<file path="src/rtl/ddr3_init_pkg.sv">
// Shared constants and types for the DDR3 power-up sequencer: DFII register map,
// control/command encodings and the step-table record.
package ddr3_init_pkg;

  localparam int unsigned NUM_STEPS = 27;

  localparam logic [7:0] OFS_CONTROL  = 8'h00;
  localparam logic [7:0] OFS_COMMAND  = 8'h04;
  localparam logic [7:0] OFS_ADDRESS  = 8'h0C;
  localparam logic [7:0] OFS_BADDRESS = 8'h10;

  localparam logic [31:0] CTRL_SEL     = 32'h1;
  localparam logic [31:0] CTRL_CKE     = 32'h2;
  localparam logic [31:0] CTRL_ODT     = 32'h4;
  localparam logic [31:0] CTRL_RESET_N = 32'h8;

  localparam logic [31:0] CMD_CS  = 32'h1;
  localparam logic [31:0] CMD_WE  = 32'h2;
  localparam logic [31:0] CMD_CAS = 32'h4;
  localparam logic [31:0] CMD_RAS = 32'h8;

  typedef enum logic {OP_WRITE, OP_WAIT} step_op_e;

  typedef enum logic [2:0] {
    WaitReset, WaitCke, WaitMrd, WaitMod, WaitZqinit
  } wait_sel_e;

  // For OP_WRITE, arg is the data word; for OP_WAIT, arg holds a wait_sel_e.
  typedef struct packed {
    step_op_e    op;
    logic [7:0]  offset;
    logic [31:0] arg;
  } step_t;

  typedef enum logic [2:0] {
    StIdle, StFetch, StWrite, StWait, StDone, StError
  } state_e;

  function automatic step_t mk_write(logic [7:0] offset, logic [31:0] data);
    step_t s;
    s.op     = OP_WRITE;
    s.offset = offset;
    s.arg    = data;
    return s;
  endfunction

  function automatic step_t mk_wait(wait_sel_e sel);
    step_t s;
    s.op     = OP_WAIT;
    s.offset = '0;
    s.arg    = 32'(sel);
    return s;
  endfunction

  function automatic int unsigned max_u(int unsigned a, int unsigned b);
    return (a > b) ? a : b;
  endfunction

endpackage

</file>
<file path="src/rtl/ddr3_init_wb_write.sv">
// Single-beat Wishbone write engine: latches addr/data on req, holds the cycle until
// ack, err or timeout, and reports the outcome as a one-cycle ok/fail pulse.
module ddr3_init_wb_write
  import ddr3_init_pkg::*;
#(
  parameter int unsigned ACK_TIMEOUT = 255
) (
  input  logic        clk,
  input  logic        rst_n,
  input  logic        req,
  input  logic [31:0] addr,
  input  logic [31:0] data,
  output logic        ok,
  output logic        fail,
  output logic        wb_cyc,
  output logic        wb_stb,
  output logic        wb_we,
  output logic [31:0] wb_adr,
  output logic [31:0] wb_dat_w,
  output logic [3:0]  wb_sel,
  input  logic        wb_ack,
  input  logic        wb_err
);

  localparam int unsigned Limit = (ACK_TIMEOUT == 0) ? 1 : ACK_TIMEOUT;
  localparam int unsigned TW    = max_u(8, $clog2(Limit + 1));

  logic          cyc_q, cyc_d;
  logic [TW-1:0] cnt_q, cnt_d;
  logic [31:0]   adr_q, adr_d, dat_q, dat_d;
  logic          timeout;

  assign timeout = (cnt_q == TW'(Limit - 1));

  // err beats ack; an ack arriving on the last allowed cycle still counts.
  always_comb begin
    cyc_d = cyc_q;
    cnt_d = cnt_q;
    adr_d = adr_q;
    dat_d = dat_q;
    ok    = 1'b0;
    fail  = 1'b0;
    if (cyc_q) begin
      if (wb_err) begin
        fail  = 1'b1;
        cyc_d = 1'b0;
      end else if (wb_ack) begin
        ok    = 1'b1;
        cyc_d = 1'b0;
      end else if (timeout) begin
        fail  = 1'b1;
        cyc_d = 1'b0;
      end else begin
        cnt_d = cnt_q + TW'(1);
      end
    end else if (req) begin
      cyc_d = 1'b1;
      cnt_d = '0;
      adr_d = addr;
      dat_d = data;
    end
  end

  always_ff @(posedge clk or negedge rst_n) begin
    if (!rst_n) begin
      cyc_q <= 1'b0;
      cnt_q <= '0;
      adr_q <= '0;
      dat_q <= '0;
    end else begin
      cyc_q <= cyc_d;
      cnt_q <= cnt_d;
      adr_q <= adr_d;
      dat_q <= dat_d;
    end
  end

  assign wb_cyc   = cyc_q;
  assign wb_stb   = cyc_q;
  assign wb_we    = cyc_q;
  assign wb_sel   = {4{cyc_q}};
  assign wb_adr   = adr_q;
  assign wb_dat_w = dat_q;

endmodule

</file>
<file path="src/rtl/ddr3_init_seq.sv">
// DDR3 power-up sequencer: walks a fixed table of DFII CSR writes and timed waits,
// then hands the DFI back to the hardware controller.
module ddr3_init_seq
  import ddr3_init_pkg::*;
#(
  parameter logic [31:0] CSR_BASE     = 32'h0000_9000,
  parameter int unsigned T_RESET_CYC  = 50000,
  parameter int unsigned T_CKE_CYC    = 50000,
  parameter int unsigned T_MRD_CYC    = 4,
  parameter int unsigned T_MOD_CYC    = 12,
  parameter int unsigned T_ZQINIT_CYC = 512,
  parameter logic [15:0] MR0_VAL      = 16'h0520,
  parameter logic [15:0] MR1_VAL      = 16'h0006,
  parameter logic [15:0] MR2_VAL      = 16'h0200,
  parameter logic [15:0] MR3_VAL      = 16'h0000,
  parameter int unsigned ACK_TIMEOUT  = 255
) (
  input  logic        clk,
  input  logic        rst_n,
  input  logic        start,
  output logic        busy,
  output logic        done,
  output logic        error,
  output logic [4:0]  step,
  output logic        wb_cyc,
  output logic        wb_stb,
  output logic        wb_we,
  output logic [31:0] wb_adr,
  output logic [31:0] wb_dat_w,
  output logic [3:0]  wb_sel,
  input  logic        wb_ack,
  input  logic        wb_err
);

  localparam int unsigned TMax = max_u(max_u(max_u(T_RESET_CYC, T_CKE_CYC),
                                             max_u(T_MRD_CYC, T_MOD_CYC)), T_ZQINIT_CYC);
  localparam int unsigned WW = max_u(1, $clog2(TMax + 1));
  localparam logic [4:0] LastStep = 5'(NUM_STEPS - 1);

  localparam logic [31:0] CtrlReset = CTRL_ODT | CTRL_RESET_N;
  localparam logic [31:0] CtrlCke   = CTRL_CKE | CTRL_ODT | CTRL_RESET_N;
  localparam logic [31:0] CmdMrs    = CMD_CS | CMD_WE | CMD_CAS | CMD_RAS;
  localparam logic [31:0] CmdZqcl   = CMD_CS | CMD_WE;

  state_e        state_q, state_d;
  logic [4:0]    step_q, step_d;
  logic [WW-1:0] wcnt_q, wcnt_d;
  logic [WW-1:0] wait_len;
  step_t         cur;
  logic          req, wr_ok, wr_fail;

  always_comb begin
    cur = '0;
    case (step_q)
      5'd0:    cur = mk_write(OFS_CONTROL, CtrlReset);
      5'd1:    cur = mk_write(OFS_ADDRESS, 32'h0);
      5'd2:    cur = mk_write(OFS_BADDRESS, 32'h0);
      5'd3:    cur = mk_wait(WaitReset);
      5'd4:    cur = mk_write(OFS_CONTROL, CtrlCke);
      5'd5:    cur = mk_wait(WaitCke);
      5'd6:    cur = mk_write(OFS_ADDRESS, 32'(MR2_VAL));
      5'd7:    cur = mk_write(OFS_BADDRESS, 32'd2);
      5'd8:    cur = mk_write(OFS_COMMAND, CmdMrs);
      5'd9:    cur = mk_wait(WaitMrd);
      5'd10:   cur = mk_write(OFS_ADDRESS, 32'(MR3_VAL));
      5'd11:   cur = mk_write(OFS_BADDRESS, 32'd3);
      5'd12:   cur = mk_write(OFS_COMMAND, CmdMrs);
      5'd13:   cur = mk_wait(WaitMrd);
      5'd14:   cur = mk_write(OFS_ADDRESS, 32'(MR1_VAL));
      5'd15:   cur = mk_write(OFS_BADDRESS, 32'd1);
      5'd16:   cur = mk_write(OFS_COMMAND, CmdMrs);
      5'd17:   cur = mk_wait(WaitMrd);
      5'd18:   cur = mk_write(OFS_ADDRESS, 32'(MR0_VAL));
      5'd19:   cur = mk_write(OFS_BADDRESS, 32'd0);
      5'd20:   cur = mk_write(OFS_COMMAND, CmdMrs);
      5'd21:   cur = mk_wait(WaitMod);
      5'd22:   cur = mk_write(OFS_ADDRESS, 32'h400);
      5'd23:   cur = mk_write(OFS_BADDRESS, 32'h0);
      5'd24:   cur = mk_write(OFS_COMMAND, CmdZqcl);
      5'd25:   cur = mk_wait(WaitZqinit);
      5'd26:   cur = mk_write(OFS_CONTROL, CTRL_SEL);
      default: cur = '0;
    endcase
  end

  always_comb begin
    wait_len = '0;
    case (wait_sel_e'(cur.arg[2:0]))
      WaitReset:  wait_len = WW'(T_RESET_CYC);
      WaitCke:    wait_len = WW'(T_CKE_CYC);
      WaitMrd:    wait_len = WW'(T_MRD_CYC);
      WaitMod:    wait_len = WW'(T_MOD_CYC);
      WaitZqinit: wait_len = WW'(T_ZQINIT_CYC);
      default:    wait_len = '0;
    endcase
  end

  always_comb begin
    state_d = state_q;
    step_d  = step_q;
    wcnt_d  = wcnt_q;
    req     = 1'b0;
    case (state_q)
      StIdle, StDone, StError: begin
        if (start) begin
          state_d = StFetch;
          step_d  = '0;
        end
      end
      StFetch: begin
        if (cur.op == OP_WRITE) begin
          req     = 1'b1;
          state_d = StWrite;
        end else begin
          // Counter runs down to zero, so a zero-length wait still takes one cycle.
          wcnt_d  = (wait_len == '0) ? '0 : wait_len - WW'(1);
          state_d = StWait;
        end
      end
      StWrite: begin
        if (wr_fail) begin
          state_d = StError;
        end else if (wr_ok) begin
          if (step_q == LastStep) begin
            state_d = StDone;
          end else begin
            step_d  = step_q + 5'd1;
            state_d = StFetch;
          end
        end
      end
      StWait: begin
        if (wcnt_q == '0) begin
          if (step_q == LastStep) begin
            state_d = StDone;
          end else begin
            step_d  = step_q + 5'd1;
            state_d = StFetch;
          end
        end else begin
          wcnt_d = wcnt_q - WW'(1);
        end
      end
      default: state_d = StIdle;
    endcase
  end

  always_ff @(posedge clk or negedge rst_n) begin
    if (!rst_n) begin
      state_q <= StIdle;
      step_q  <= '0;
      wcnt_q  <= '0;
    end else begin
      state_q <= state_d;
      step_q  <= step_d;
      wcnt_q  <= wcnt_d;
    end
  end

  assign busy  = (state_q == StFetch) || (state_q == StWrite) || (state_q == StWait);
  assign done  = (state_q == StDone);
  assign error = (state_q == StError);
  assign step  = step_q;

  ddr3_init_wb_write #(
    .ACK_TIMEOUT(ACK_TIMEOUT)
  ) u_wb_write (
    .clk      (clk),
    .rst_n    (rst_n),
    .req      (req),
    .addr     (CSR_BASE + 32'(cur.offset)),
    .data     (cur.arg),
    .ok       (wr_ok),
    .fail     (wr_fail),
    .wb_cyc   (wb_cyc),
    .wb_stb   (wb_stb),
    .wb_we    (wb_we),
    .wb_adr   (wb_adr),
    .wb_dat_w (wb_dat_w),
    .wb_sel   (wb_sel),
    .wb_ack   (wb_ack),
    .wb_err   (wb_err)
  );

endmodule

</file>
<file path="config.mk">
export PLATFORM = sky130hd
export DESIGN_NAME = ddr3_init_seq
export DESIGN_NICKNAME = d
export VERILOG_FILES = /design/src/rtl/ddr3_init_pkg.sv /design/src/rtl/ddr3_init_wb_write.sv /design/src/rtl/ddr3_init_seq.sv
export SDC_FILE = /design/constraint.sdc
export NUM_CORES = 1
export LEC_CHECK = 0
export BUFFER_PORTS_ARGS = -buffer_cell sky130_fd_sc_hd__clkbuf_2
export CAP_MARGIN = 0
export CORE_AREA = 8 8 84 86
export CTS_BUF_LIST = sky130_fd_sc_hd__clkbuf_8
export DETAILED_ROUTE_END_ITERATION = 7
export DIE_AREA = 0 0 92 94
export GPL_TIMING_DRIVEN = 0
export PLACE_DENSITY_LB_ADDON = 0.25
export SLEW_MARGIN = 20
export SYNTH_ARGS = -nofsm -noshare
export SYNTH_HDL_FRONTEND = slang
export SYNTH_SLANG_ARGS = --single-unit
</file>
<file path="constraint.sdc">
create_clock -name clk -period 3.5 [get_ports clk]
set_clock_uncertainty 0.05 [all_clocks]
set_input_delay 0.525 -clock clk [delete_from_list [all_inputs] [get_ports clk]]
set_output_delay 0.525 -clock clk [all_outputs]
set_load 0.03 [all_outputs]
</file>
# Word-level counts from Yosys, hierarchy flattened

Memory sizes are Yosys's and may differ from the RTL's.
Cells that the tools add are included.
W data, S select, Z words.

Equality and inequality tests: 21
Reductions and logical operators: 16
Bitwise operators: 1
Multiplexer cells: 37
Add/sub/neg operators: 5

Operators with widths:

| cell                    | number |
|---|---|
| $pmux W16 S4            | 1 |
| $mux W16                | 3 |
| $mux W8                 | 5 |
| $logic_not A16 Y1       | 2 |
| $pmux W16 S2            | 1 |
| $sub A16 B1 Y16 const B | 2 |
| $mux W5                 | 5 |
| $add A16 B8 Y17 const A | 1 |
| $ne A2 B2 Y1 const B    | 8 |
| $mux W1                 | 15 |
| $mux W3                 | 5 |
| $pmux W5 S3             | 1 |
| $eq A3 B2 Y1 const B    | 4 |
| $pmux W3 S4             | 1 |
| $eq A3 B3 Y1 const B    | 3 |
| $add A8 B1 Y8 const B   | 1 |
| $eq A8 B8 Y1 const B    | 1 |
| $eq A3 B1 Y1 const B    | 2 |
| $logic_not A3 Y1        | 2 |
| $reduce_and A3 Y1       | 2 |
| $add A5 B1 Y5 const B   | 1 |
| $eq A5 B5 Y1 const B    | 1 |
| $reduce_and A5 Y1       | 1 |
| $reduce_and A4 Y1       | 1 |
| 9 further kinds         | 11 |

Bits in registers: 97
Memories kept: 1
ROM bits: 384

Memories:

| name             | words | bits a word | rd ports | clocked after Yosys merged registers in | wr ports | line                | source |
|---|---|---|---|---|---|---|---|
| (name not given) | 32    | 12          | 1        | 0                                       | 0        | ddr3_init_seq.sv:54 | `case (step_q)` |

# Depth between registers and ports, before layout

Gate-level depths: netlist of run 1.
An unclocked memory read counts as a cell.

Depth after elaboration: 8
Depth in mapped cells: 8

# Modules after synthesis

From an unflattened synthesis of run 1, not the netlist that was laid out.

Cell total of the unflattened synthesis: 565
Area total of the unflattened synthesis: 4919.7 um^2

By module, submodules not included:

| module             | seq. area each (um^2) | area an instance (um^2) | instances | cells each |
|---|---|---|---|---|
| ddr3_init_wb_write | 1826.8                | 2956.6                  | 1         | 337 |
| ddr3_init_seq      | 600.6                 | 1963.1                  | 1         | 228 |

# Worst setup path after synthesis of run 1

OpenSTA, ideal clock, no wires.

Path type: register -> register
From: register step_q[1], in the netlist step[1]
To: register u_wb_write.adr_q[3], in the netlist u_wb_write.wb_adr[3]
Buffers on the path: 1
Arrival: 2.191 ns
Clock period less this slack: 2.360 ns
Path slack: 1.140 ns
Data required time: 3.331 ns
Cell stages (with the launch flop): 9
Path through: dfrtp_1 -> inv_1 -> ha_1 -> mux2i_1 -> a211oi_2 -> a2111oi_4 -> buf_4 -> o221ai_1 -> o21a_1

Longest elaborated chain between the ends: 4
Elaborated cells between the ends (all ways): 5
Those cells by class: add/sub (1); mux (2); reduce/logical (1); memory (1)

RTL lines:

| what                                                    | line                     | source |
|---|---|---|
| start, declared                                         | ddr3_init_seq.sv:46      | `logic [4:0] step_q, step_d;` |
| start signal, assigned                                  | ddr3_init_seq.sv:155     | `step_q <= step_d;` |
| $mem_v2 Z32 W12 *                                       | -                        |  |
| branches (longest 3 deep; another with $add A16 B8 Y17) | -                        |  |
| end signal, assigned                                    | ddr3_init_wb_write.sv:73 | `adr_q <= adr_d;` |
| end, declared                                           | ddr3_init_wb_write.sv:30 | `logic [31:0] adr_q, adr_d, dat_q, dat_d;` |

Every way passes the cells marked *.
A chain may end at the register's enable or synchronous reset.

# Worst setup path after layout of run 1

From: register step_q[1], in the netlist step[1]
To: register wcnt_q[8]

Longest elaborated chain between the ends: 8
Elaborated cells between the ends (all ways): 15
Those cells by class: add/sub (1); eq/ne (5); mux (4); reduce/logical (4); memory (1)

RTL lines:

| what                                                        | line                 | source |
|---|---|---|
| $mem_v2 Z32 W12 *                                           | -                    |  |
| $eq A3 B1 Y1 / $logic_not A3 Y1 (equally long branches)     | ddr3_init_seq.sv:88  | `case (wait_sel_e'(cur.arg[2:0]))` |
| $reduce_or A2 Y1 (no source line)                           | -                    |  |
| $pmux W16 S4                                                | ddr3_init_seq.sv:88  |  |
| $sub A16 B1 Y16 / $logic_not A16 Y1 (equally long branches) | ddr3_init_seq.sv:116 | `wcnt_d = (wait_len == '0) ? '0 : wait_len - WW'(1);` |
| $mux W16                                                    | ddr3_init_seq.sv:116 |  |
| $mux W16                                                    | ddr3_init_seq.sv:111 | `if (cur.op == OP_WRITE) begin` |
| $pmux W16 S2                                                | ddr3_init_seq.sv:103 | `case (state_q)` |
| end signal, assigned                                        | ddr3_init_seq.sv:156 | `wcnt_q <= wcnt_d;` |
| end, declared                                               | ddr3_init_seq.sv:47  | `logic [WW-1:0] wcnt_q, wcnt_d;` |

Every way passes the cells marked *; elsewhere a longest branch is shown, timed or not. The select of a mux whose other input is x is not followed.

==> results.json, run 1 <==
{
  "core_area_um2": 5746,
  "grt_setup_unrepaired": "false",
  "p_leak_nw": 1.854,
  "gp_congestion": 0.9178,
  "drv_cap": 0,
  "synth_cell_type_count": 63,
  "hold_buffers": 0,
  "cts_setup_buffers": 0,
  "arrival_ns": 2.72,
  "synth.top_cells.by_count": "buf_4, dfrtp_1, nor2_1",
  "die_h_um": 94,
  "ys_ff_latch": 44,
  "vias_per_cell": 5.320,
  "grt_pass1_vias": 2866,
  "synth_area_um2": 3324,
  "nNetsFinal": 481,
  "cts_buffers": 5,
  "diodes": 0,
  "synth_top_area_share_pct": 33.12,
  "syn-instance-count": 376,
  "dieWidth_um": 92,
  "drive_gt1_share_pct": 26.39,
  "drt_drc_violations_left": 0,
  "post_cts_resized": 0,
  "yosysWarnings": 0,
  "num_vias": 2878,
  "cp_max_fo": 10,
  "synth_edf_count": 0,
  "crit_path_cell_trace": "inv_1, ha_1, mux2i_1, a2111oi_1, o31ai_2, clkbuf_1, o21ai_0",
  "cts_sinks": 44,
  "tns_ns": 0,
  "syn_avg_cell_area_um2": 8.842,
  "synthArstFlopShare_pct": 100.0,
  "synth_most_common_cell": "buf_4",
  "crit_buf_inv": 2,
  "min_period_over_period_pct": 74.45,
  "start_kind": "flip-flop",
  "fmax_mhz": 383.8,
  "crit_type": "reg -> reg",
  "post-place-ws_ns": 0.9914,
  "drt-total-wl_mm": 7.636,
  "worst-slew-pin-transition_ns": 1.015,
  "cts.clk_slew.worst_paths_ns": 0.09,
  "post-route-min-period_ns": 2.606,
  "cts-root-buf": "clkbuf_8",
  "antenna_found_initial": 0,
  "initial_core_util_pct": 57.86,
  "io_pins": 84,
  "grt_usage_pct": 18.22,
  "yosysTopAreaCell": "dfrtp_1",
  "cts_tree": "built",
  "io_buffer_count": 32,
  "postSynth.topFlopCell": "dfrtp_1",
  "maxSlewViolCount": 0,
  "cpPeakStageDelay_ns": 0.58,
  "grt_max_degree": 45,
  "dr.pass1.iters": 5,
  "finalSetupViolCount": 0,
  "grt_first_pass_wirelength_mm": 13.28,
  "hold_violations": 0,
  "cp_top_family": "compound AO/OA/AOI/OAI gates",
  "drt_iter0_drc": 213,
  "regArea_um2": 1101,
  "design.die.area_um2": 8648,
  "drtAntennaViolNets": 0,
  "cp-end-kind": "flip-flop",
  "syn_to_final_growth_pct": 16.71,
  "fin_ws_ns": 0.8944,
  "rows": 28,
  "overflow": 0,
  "htreeDepth": 2,
  "cp_slowest_cell": "dfrtp_1",
  "slew_headroom_pct": 31.72,
  "outcome": "finished, final reports clean",
  "num-fill-cells": 504,
  "clk_latency_ns": 0.30,
  "multi_input_comb_area_um2": 1853,
  "p_per_area_nw_per_um2": 767.2,
  "ir_worst_vdd_v": 0.0004401,
  "synth_area_leaders": "dfrtp_1, buf_4, ha_1",
  "dp_hpwl_mm": 5.779,
  "wl_per_cell_um": 14.11,
  "cts_buffer_depth": 2,
  "synth_seq_area_share_pct": 33.12,
  "cp.required_ns": 3.61,
  "hp-class": "in -> async"
}
worst register-to-register path, stage by stage, from the launching register on:
cell       delay, ns
dfrtp_1         0.58
inv_1           0.16
ha_1            0.26
mux2i_1         0.24
a2111oi_1       0.14
o31ai_2         0.46
clkbuf_1        0.40
o21ai_0         0.18
where the power goes:
group          switching [mW]  internal, mW
registers               0.207         0.678
clock network           0.179         0.211
logic                    1.08         0.620
through the flow:
stage               utilization, %  hold WS, ns  instance area (um^2)  power, mW  instances
CTS                          67.49       0.3934                  3877      2.968        541
finish                       67.53       0.1605                  3880      2.977        541
global placement             65.55       0.4234                  3766      2.509        533
global route                 67.53       0.2133                  3880      3.204        541
detailed placement           65.55       0.4321                  3766      2.562        533
floorplan                        -       0.1794                  3512      2.162        426
area by class of cell:
type	instances	area share, %
clock inverter	3	1.096
timing repair buffer	32	4.192
tap	75	2.419
sequential	44	28.38
multi-input combinational	296	47.76
inverter	12	1.161
buffer	74	13.22
clock buffer	5	1.774
per-layer routing:
metal | share of wire [%] | global-route usage (%) | up-vias
li1 | - | - | 1403
met1 | 42 | 22.06 | 1350
met2 | 47 | 30.10 | 123
met3 | 9.6 | 6.235 | 2
met4 | 0.42 | 4.966 | 0
met5 | 0 | 0 | -
layout by cell type, fill, tap and decap left out, types with 3 or more instances in the layout:
| cell type | count |
|---|---|
| o21ai_0 | 19 |
| nand4_1 | 6 |
| a211oi_1 | 3 |
| nand2_1 | 16 |
| nor2b_1 | 5 |
| nand3_1 | 9 |
| xor2_1 | 8 |
| nor2_1 | 32 |
| a31oi_1 | 4 |
| nor3b_1 | 5 |
| or2_2 | 3 |
| inv_1 | 11 |
| buf_2 | 5 |
| buf_4 | 62 |
| mux2_2 | 3 |
| clkbuf_2 | 31 |
| nand3b_1 | 4 |
| conb_1 | 51 |
| o221ai_1 | 3 |
| nand2b_1 | 12 |
| a21oi_1 | 22 |
| clkbuf_1 | 6 |
| o21ai_1 | 6 |
| o31ai_1 | 6 |
| o211ai_1 | 3 |
| nor3_1 | 7 |
| ha_1 | 11 |
| clkbuf_8 | 5 |
| o21a_1 | 4 |
| dfrtp_1 | 44 |
| nor4_1 | 3 |
| mux2i_1 | 10 |
flip-flops by register name (all words and copies together), names as in the netlist:
signal and flops:
u_wb_write.wb_dat_w 7, step 5, state_q 3, u_wb_write.wb_cyc 1, u_wb_write.wb_adr 4, wcnt_q 16
u_wb_write.cnt_q 8
kinds of logic (layout without fill, tap and decap cells):
family	count (synthesis)	after routing	synth area share [%]
buf+inv	86	126	16.79
simple gates	121	121	21.04
xor+xnor	9	9	2.371
flops	44	44	33.12
fa+ha+maj	11	11	4.140
compound gates	91	91	18.40
other cells	1	51	0.1128
mux	13	13	4.027
final timing paths:
check / slack [ns] / start / depth (start not counted) / end
max in group asynchronous: 2.85 / rst_n / 1 / wcnt_q[15]
setup / recovery: 0.89 / step[1] / 7 / wcnt_q[8]
setup reg to reg: 0.89 / step[1] / 7 / wcnt_q[8]
min in group clk: 0.40 / start / 2 / state_q[2]
hold / removal: 0.16 / rst_n / 1 / wcnt_q[3]
hold reg to reg: 0.44 / u_wb_write.wb_adr[4] / 1 / u_wb_write.wb_adr[4]
(Power assumes the default switching activity.)
==> inputs of run 2 (changes only) <==
--- a/config.mk
+++ b/config.mk
@@ -7,10 +7,10 @@
 export LEC_CHECK = 0
 export BUFFER_PORTS_ARGS = -buffer_cell sky130_fd_sc_hd__clkbuf_2
 export CAP_MARGIN = 0
-export CORE_AREA = 8 8 84 86
+export CORE_AREA = 8 8 87 89
 export CTS_BUF_LIST = sky130_fd_sc_hd__clkbuf_8
 export DETAILED_ROUTE_END_ITERATION = 7
-export DIE_AREA = 0 0 92 94
+export DIE_AREA = 0 0 95 97
 export GPL_TIMING_DRIVEN = 0
 export PLACE_DENSITY_LB_ADDON = 0.25
 export SLEW_MARGIN = 20
==> constraint.sdc (replaced) <==
create_clock -name clk -period 2.53 [get_ports clk]
set_clock_uncertainty 0.05 [all_clocks]
set_input_delay 0.3795 -clock clk [delete_from_list [all_inputs] [get_ports clk]]
set_output_delay 0.3795 -clock clk [all_outputs]
set_load 0.03 [all_outputs]
==> results.json, run 2 (synthesis results as in run 1) <==
{
  "outcome": "finished, final reports clean",
  "initial_core_util_pct": 53.58,
  "cpPeakStageDelay_ns": 0.49,
  "grt_max_degree": 45,
  "cts-root-buf": "clkbuf_8",
  "mostFrequentLayoutCells": "buf_4, conb_1, dfrtp_1",
  "ir_worst_vdd_v": 0.0006609,
  "worstReg2RegStart": "step[1]",
  "hold_buffers": 0,
  "p_per_area_nw_per_um2": 1039,
  "arrival_ns": 2.51,
  "slew_headroom_pct": 32.45,
  "fmax_mhz": 421.5,
  "drv_cap": 0,
  "regMostFlops": "wcnt_q",
  "cp_slowest_cell": "dfrtp_2",
  "cp.required_ns": 2.67,
  "clk_latency_ns": 0.30,
  "cp-end-kind": "flip-flop",
  "grt_pass1_vias": 2765,
  "largest_register_ffs": 16,
  "final_common_cell": "buf_4",
  "num_vias": 2831,
  "crit_path_cell_trace": "inv_1, ha_1, mux2i_1, a211oi_2, a2111oi_4, buf_4, o221ai_1, o21a_1",
  "syn_to_final_growth_pct": 17.58,
  "cts_tree": "built",
  "finalSetupViolCount": 0,
  "grt_first_pass_wirelength_mm": 12.48,
  "power_mw": 4.063,
  "drtAntennaViolNets": 0,
  "grt_usage_pct": 16.23,
  "hp-class": "in -> async",
  "hold_violations": 0,
  "drt_drc_violations_left": 0,
  "grt_setup_unrepaired": "false",
  "dr.pass1.iters": 4,
  "cts_buffer_depth": 2,
  "drt_iter0_drc": 158,
  "nNetsFinal": 484,
  "worst_hold_slack_ns": 0.01482,
  "wl_per_cell_um": 13.91,
  "dp.cells": 535,
  "crit_start": "step[1]",
  "cp_max_fo": 10,
  "cts_sinks": 44,
  "final_cells": 546,
  "dp_hpwl_mm": 5.784,
  "num-fill-cells": 541,
  "overflow": 0,
  "cts_buffers": 5,
  "io_pins": 84,
  "antenna_found_initial": 0,
  "drt-total-wl_mm": 7.593,
  "worst-slew-pin-transition_ns": 1.004,
  "cts.clk_slew.worst_paths_ns": 0.10,
  "dieWidth_um": 95,
  "vias_per_cell": 5.185,
  "design.die.area_um2": 9215,
  "drive_gt1_share_pct": 27.93,
  "min_period_over_period_pct": 93.76,
  "post-route-min-period_ns": 2.372,
  "htreeDepth": 2,
  "core_area_um2": 6205,
  "diodes": 0,
  "rows": 29,
  "io_buffer_count": 32,
  "start_kind": "flip-flop",
  "reg2reg_depth": 8,
  "crit_type": "reg -> reg",
  "die_h_um": 97,
  "p_leak_nw": 1.865,
  "worstReg2RegEnd": "u_wb_write.wb_adr[3]",
  "r2r_slack_ns": 0.16,
  "tns_ns": 0,
  "maxSlewViolCount": 0,
  "gp_congestion": 0.9066
}
[run 2: what timing repair did]
item                                    CTS  global route
pin swaps                                 0             2
resized for setup                         2             3
endpoints found under the setup margin    2             8
buffers inserted                          0             4
hold endpoints to repair                  0             0
[run 2: how the worst max path moves through the flow]
| stage | slack [ns] | cells past startpoint | endpoint |
|---|---|---|---|
| 5_1_grt | 0.008 | 8 | u_wb_write.wb_adr[3] |
| 6_report | 0.16 | 8 | u_wb_write.wb_adr[3] |
| 2_1_floorplan | 0.17 | 8 | u_wb_write.wb_adr[3] |
| 4_1_cts | 0.11 | 8 | u_wb_write.wb_adr[3] |
| 3_5_place_dp | 0.006 | 8 | u_wb_write.wb_adr[3] |
| 3_3_place_gp | 0.03 | 8 | u_wb_write.wb_adr[3] |
[run 2: worst max-delay path, delay by kind of cell, from the launching register on]
family	cells	cell delay (ns)
AO/OA/AOI/OAI	4	0.82
adder cells (fa/ha/maj)	1	0.26
buffers and inverters	2	0.37
flip-flops	1	0.49
multiplexers	1	0.27
[run 2: layout make-up]
cell class | instances | area [um^2] | share of cell area [%]
Clock inverter | 3 | 25.02 | 0.6402
Sequential cell | 44 | 1104 | 28.23
Multi-Input combinational cell | 296 | 1867 | 47.76
Inverter | 12 | 45.04 | 1.152
Buffer | 73 | 510.5 | 13.06
Clock buffer | 5 | 68.82 | 1.761
Timing Repair Buffer | 36 | 192.7 | 4.930
Tap cell | 77 | 96.34 | 2.465
[run 2: per-stage QoR]
stage / setup slack [ns] / area [um^2] / util [%]
floorplan: 0.1698 / 3512 / -
global placement: 0.03251 / 3769 / 60.74
detailed placement: 0.005951 / 3769 / 60.74
CTS: 0.1066 / 3865 / 62.29
global route: 0.008162 / 3909 / 63.00
finish: 0.1578 / 3909 / 63.00
[run 2: per-layer routing]
layer | vias up | wire length, um | GRT usage (%)
met1 | 1303 | 3365 | 20.03
met5 | - | 0 | 0
met4 | 0 | 78 | 5.048
met2 | 103 | 3585 | 26.28
met3 | 9 | 562 | 4.714
li1 | 1416 | - | -
[run 2: power breakdown]
group / switching, mW / leakage [nW] / internal, mW
combinational: 1.48 / 1.26 / 0.885
sequential: 0.287 / 0.558 / 0.940
clock: 0.268 / 0.0452 / 0.201
==> inputs of run 3 (changes only) <==
--- a/config.mk
+++ b/config.mk
@@ -7,10 +7,12 @@
 export LEC_CHECK = 0
 export BUFFER_PORTS_ARGS = -buffer_cell sky130_fd_sc_hd__clkbuf_2
 export CAP_MARGIN = 0
-export CORE_AREA = 8 8 87 89
+export CELL_PAD_IN_SITES_DETAIL_PLACEMENT = 1
+export CELL_PAD_IN_SITES_GLOBAL_PLACEMENT = 2
+export CORE_AREA = 8 8 110 112
 export CTS_BUF_LIST = sky130_fd_sc_hd__clkbuf_8
 export DETAILED_ROUTE_END_ITERATION = 7
-export DIE_AREA = 0 0 95 97
+export DIE_AREA = 0 0 118 120
 export GPL_TIMING_DRIVEN = 0
 export PLACE_DENSITY_LB_ADDON = 0.25
 export SLEW_MARGIN = 20
==> results.json, run 3 (synthesis results as in run 1) <==
{
  "outcome": "finished, final reports clean",
  "gp_congestion": 0.7680,
  "design.die.area_um2": 14160,
  "cts_buffers": 5,
  "arrival_ns": 2.52,
  "hold_buffers": 0,
  "worst_hold_slack_ns": 0.05404,
  "hp-class": "in -> async",
  "final_common_cell": "buf_4",
  "cts-root-buf": "clkbuf_8",
  "mostFrequentLayoutCells": "buf_4, conb_1, dfrtp_1",
  "initial_core_util_pct": 31.64,
  "antenna_found_initial": 0,
  "wl_per_cell_um": 15.02,
  "p_leak_nw": 1.888,
  "cp_max_fo": 10,
  "drive_gt1_share_pct": 28.72,
  "cts_tree": "built",
  "p_per_area_nw_per_um2": 1056,
  "clk_latency_ns": 0.31,
  "core_area_um2": 10510,
  "grt_usage_pct": 13.13,
  "dieWidth_um": 118,
  "min_period_over_period_pct": 94.20,
  "grt_pass1_vias": 3039,
  "finalSetupViolCount": 0,
  "die_h_um": 120,
  "regMostFlops": "wcnt_q",
  "rows": 38,
  "dp_hpwl_mm": 6.940,
  "syn_to_final_growth_pct": 20.74,
  "cp-end-kind": "flip-flop",
  "dr.pass1.iters": 4,
  "grt_first_pass_wirelength_mm": 15.63,
  "drt-total-wl_mm": 9.160,
  "slew_headroom_pct": 25.92,
  "nNetsFinal": 485,
  "fmax_mhz": 419.6,
  "crit_type": "reg -> reg",
  "post-route-min-period_ns": 2.383,
  "largest_register_ffs": 16,
  "worst-slew-pin-transition_ns": 1.101,
  "fin_area_um2": 4014,
  "dp.cells": 598,
  "diodes": 0,
  "vias_per_cell": 4.669,
  "final_cells": 610,
  "hold_violations": 0,
  "cts.clk_slew.worst_paths_ns": 0.10,
  "grt_max_degree": 45,
  "drtAntennaViolNets": 0,
  "maxSlewViolCount": 0,
  "dpl_cell_area_um2": 3850,
  "start_kind": "flip-flop",
  "io_buffer_count": 32,
  "cts_buffer_depth": 2,
  "final_core_util_pct": 38.20,
  "cp.required_ns": 2.67,
  "drv_cap": 0,
  "grt_setup_unrepaired": "false",
  "drt_iter0_drc": 92,
  "drt_drc_violations_left": 0,
  "io_pins": 84,
  "ir_worst_vdd_v": 0.0004234,
  "overflow": 0,
  "num_vias": 2848,
  "htreeDepth": 2,
  "cts_sinks": 44
}
==> run 3: cell types whose count changed in the layout (fill, tap and decap cells not counted), sizes merged <==
cell      change
inv           -1
clkinv        +1
clkinvlp      -1
clkbuf        +1
bufinv        +1
==> run 3: area by class of cell <==
type                            count  area (um^2)
Fill cell                        1281         6494
Multi-Input combinational cell    296         1867
Sequential cell                    44         1104
Buffer                             73        515.5
Timing Repair Buffer               37        200.2
Tap cell                          140        175.2
Clock buffer                        5        68.82
Inverter                           12        45.04
Clock inverter                      3        38.79
==> run 3: final timing paths <==
kind                                       from                endpoint  slack [ns]  cells after the start
min                                       rst_n               wcnt_q[8]        0.05                      1
max                                     step[1]  u_wb_write.wb_dat_w[9]        0.15                      7
max reg2reg                             step[1]  u_wb_write.wb_dat_w[9]        0.15                      7
min in group clk                          start              state_q[2]        0.24                      2
max in group asynchronous                 rst_n                 step[0]        1.91                      1
min reg2reg                u_wb_write.wb_adr[3]    u_wb_write.wb_adr[3]        0.45                      1
==> run 3: per-layer routing <==
layer / vias up / wire length (um) / part of all wire (%) / global-route usage [%]
li1: 1411 / - / - / -
met2: 36 / 4749 / 52 / 24.08
met3: 4 / 266 / 2.9 / 2.302
met1: 1397 / 4092 / 45 / 15.78
met4: 0 / 51 / 0.56 / 2.642
met5: - / 0 / 0 / 0
==> run 3: worst max-delay path, stage by stage, from the launching register on <==
cell and delay (ns):
dfrtp_2 0.49, inv_1 0.11, ha_1 0.24, mux2i_2 0.24, a211oi_2 0.14, a2111oi_4 0.47
buf_4 0.20, mux2_2 0.32
==> run 3: per-stage QoR <==
step	power (mW)	TNS, ns	setup WS, ns
finish	4.239	0	0.1468
detailed placement	3.657	-0.5844	-0.08879
global placement	3.593	-0.09587	-0.02914
floorplan	2.991	0	0.1698
global route	4.595	0	0.001679
CTS	4.237	0	0.02297
==> run 3: power breakdown <==
part	internal, mW	switching [mW]	total (mW)
Clock	0.290	0.263	0.553
Sequential	0.940	0.294	1.23
Combinational	0.895	1.56	2.45
==> run 3: timing repair <==
action / 4_1_cts / 5_1_grt
setup endpoints to repair: 13 / 26
resized for setup: 3 / 7
setup buffers: 0 / 5
gates cloned: 0 / 0
pin swaps: 1 / 2
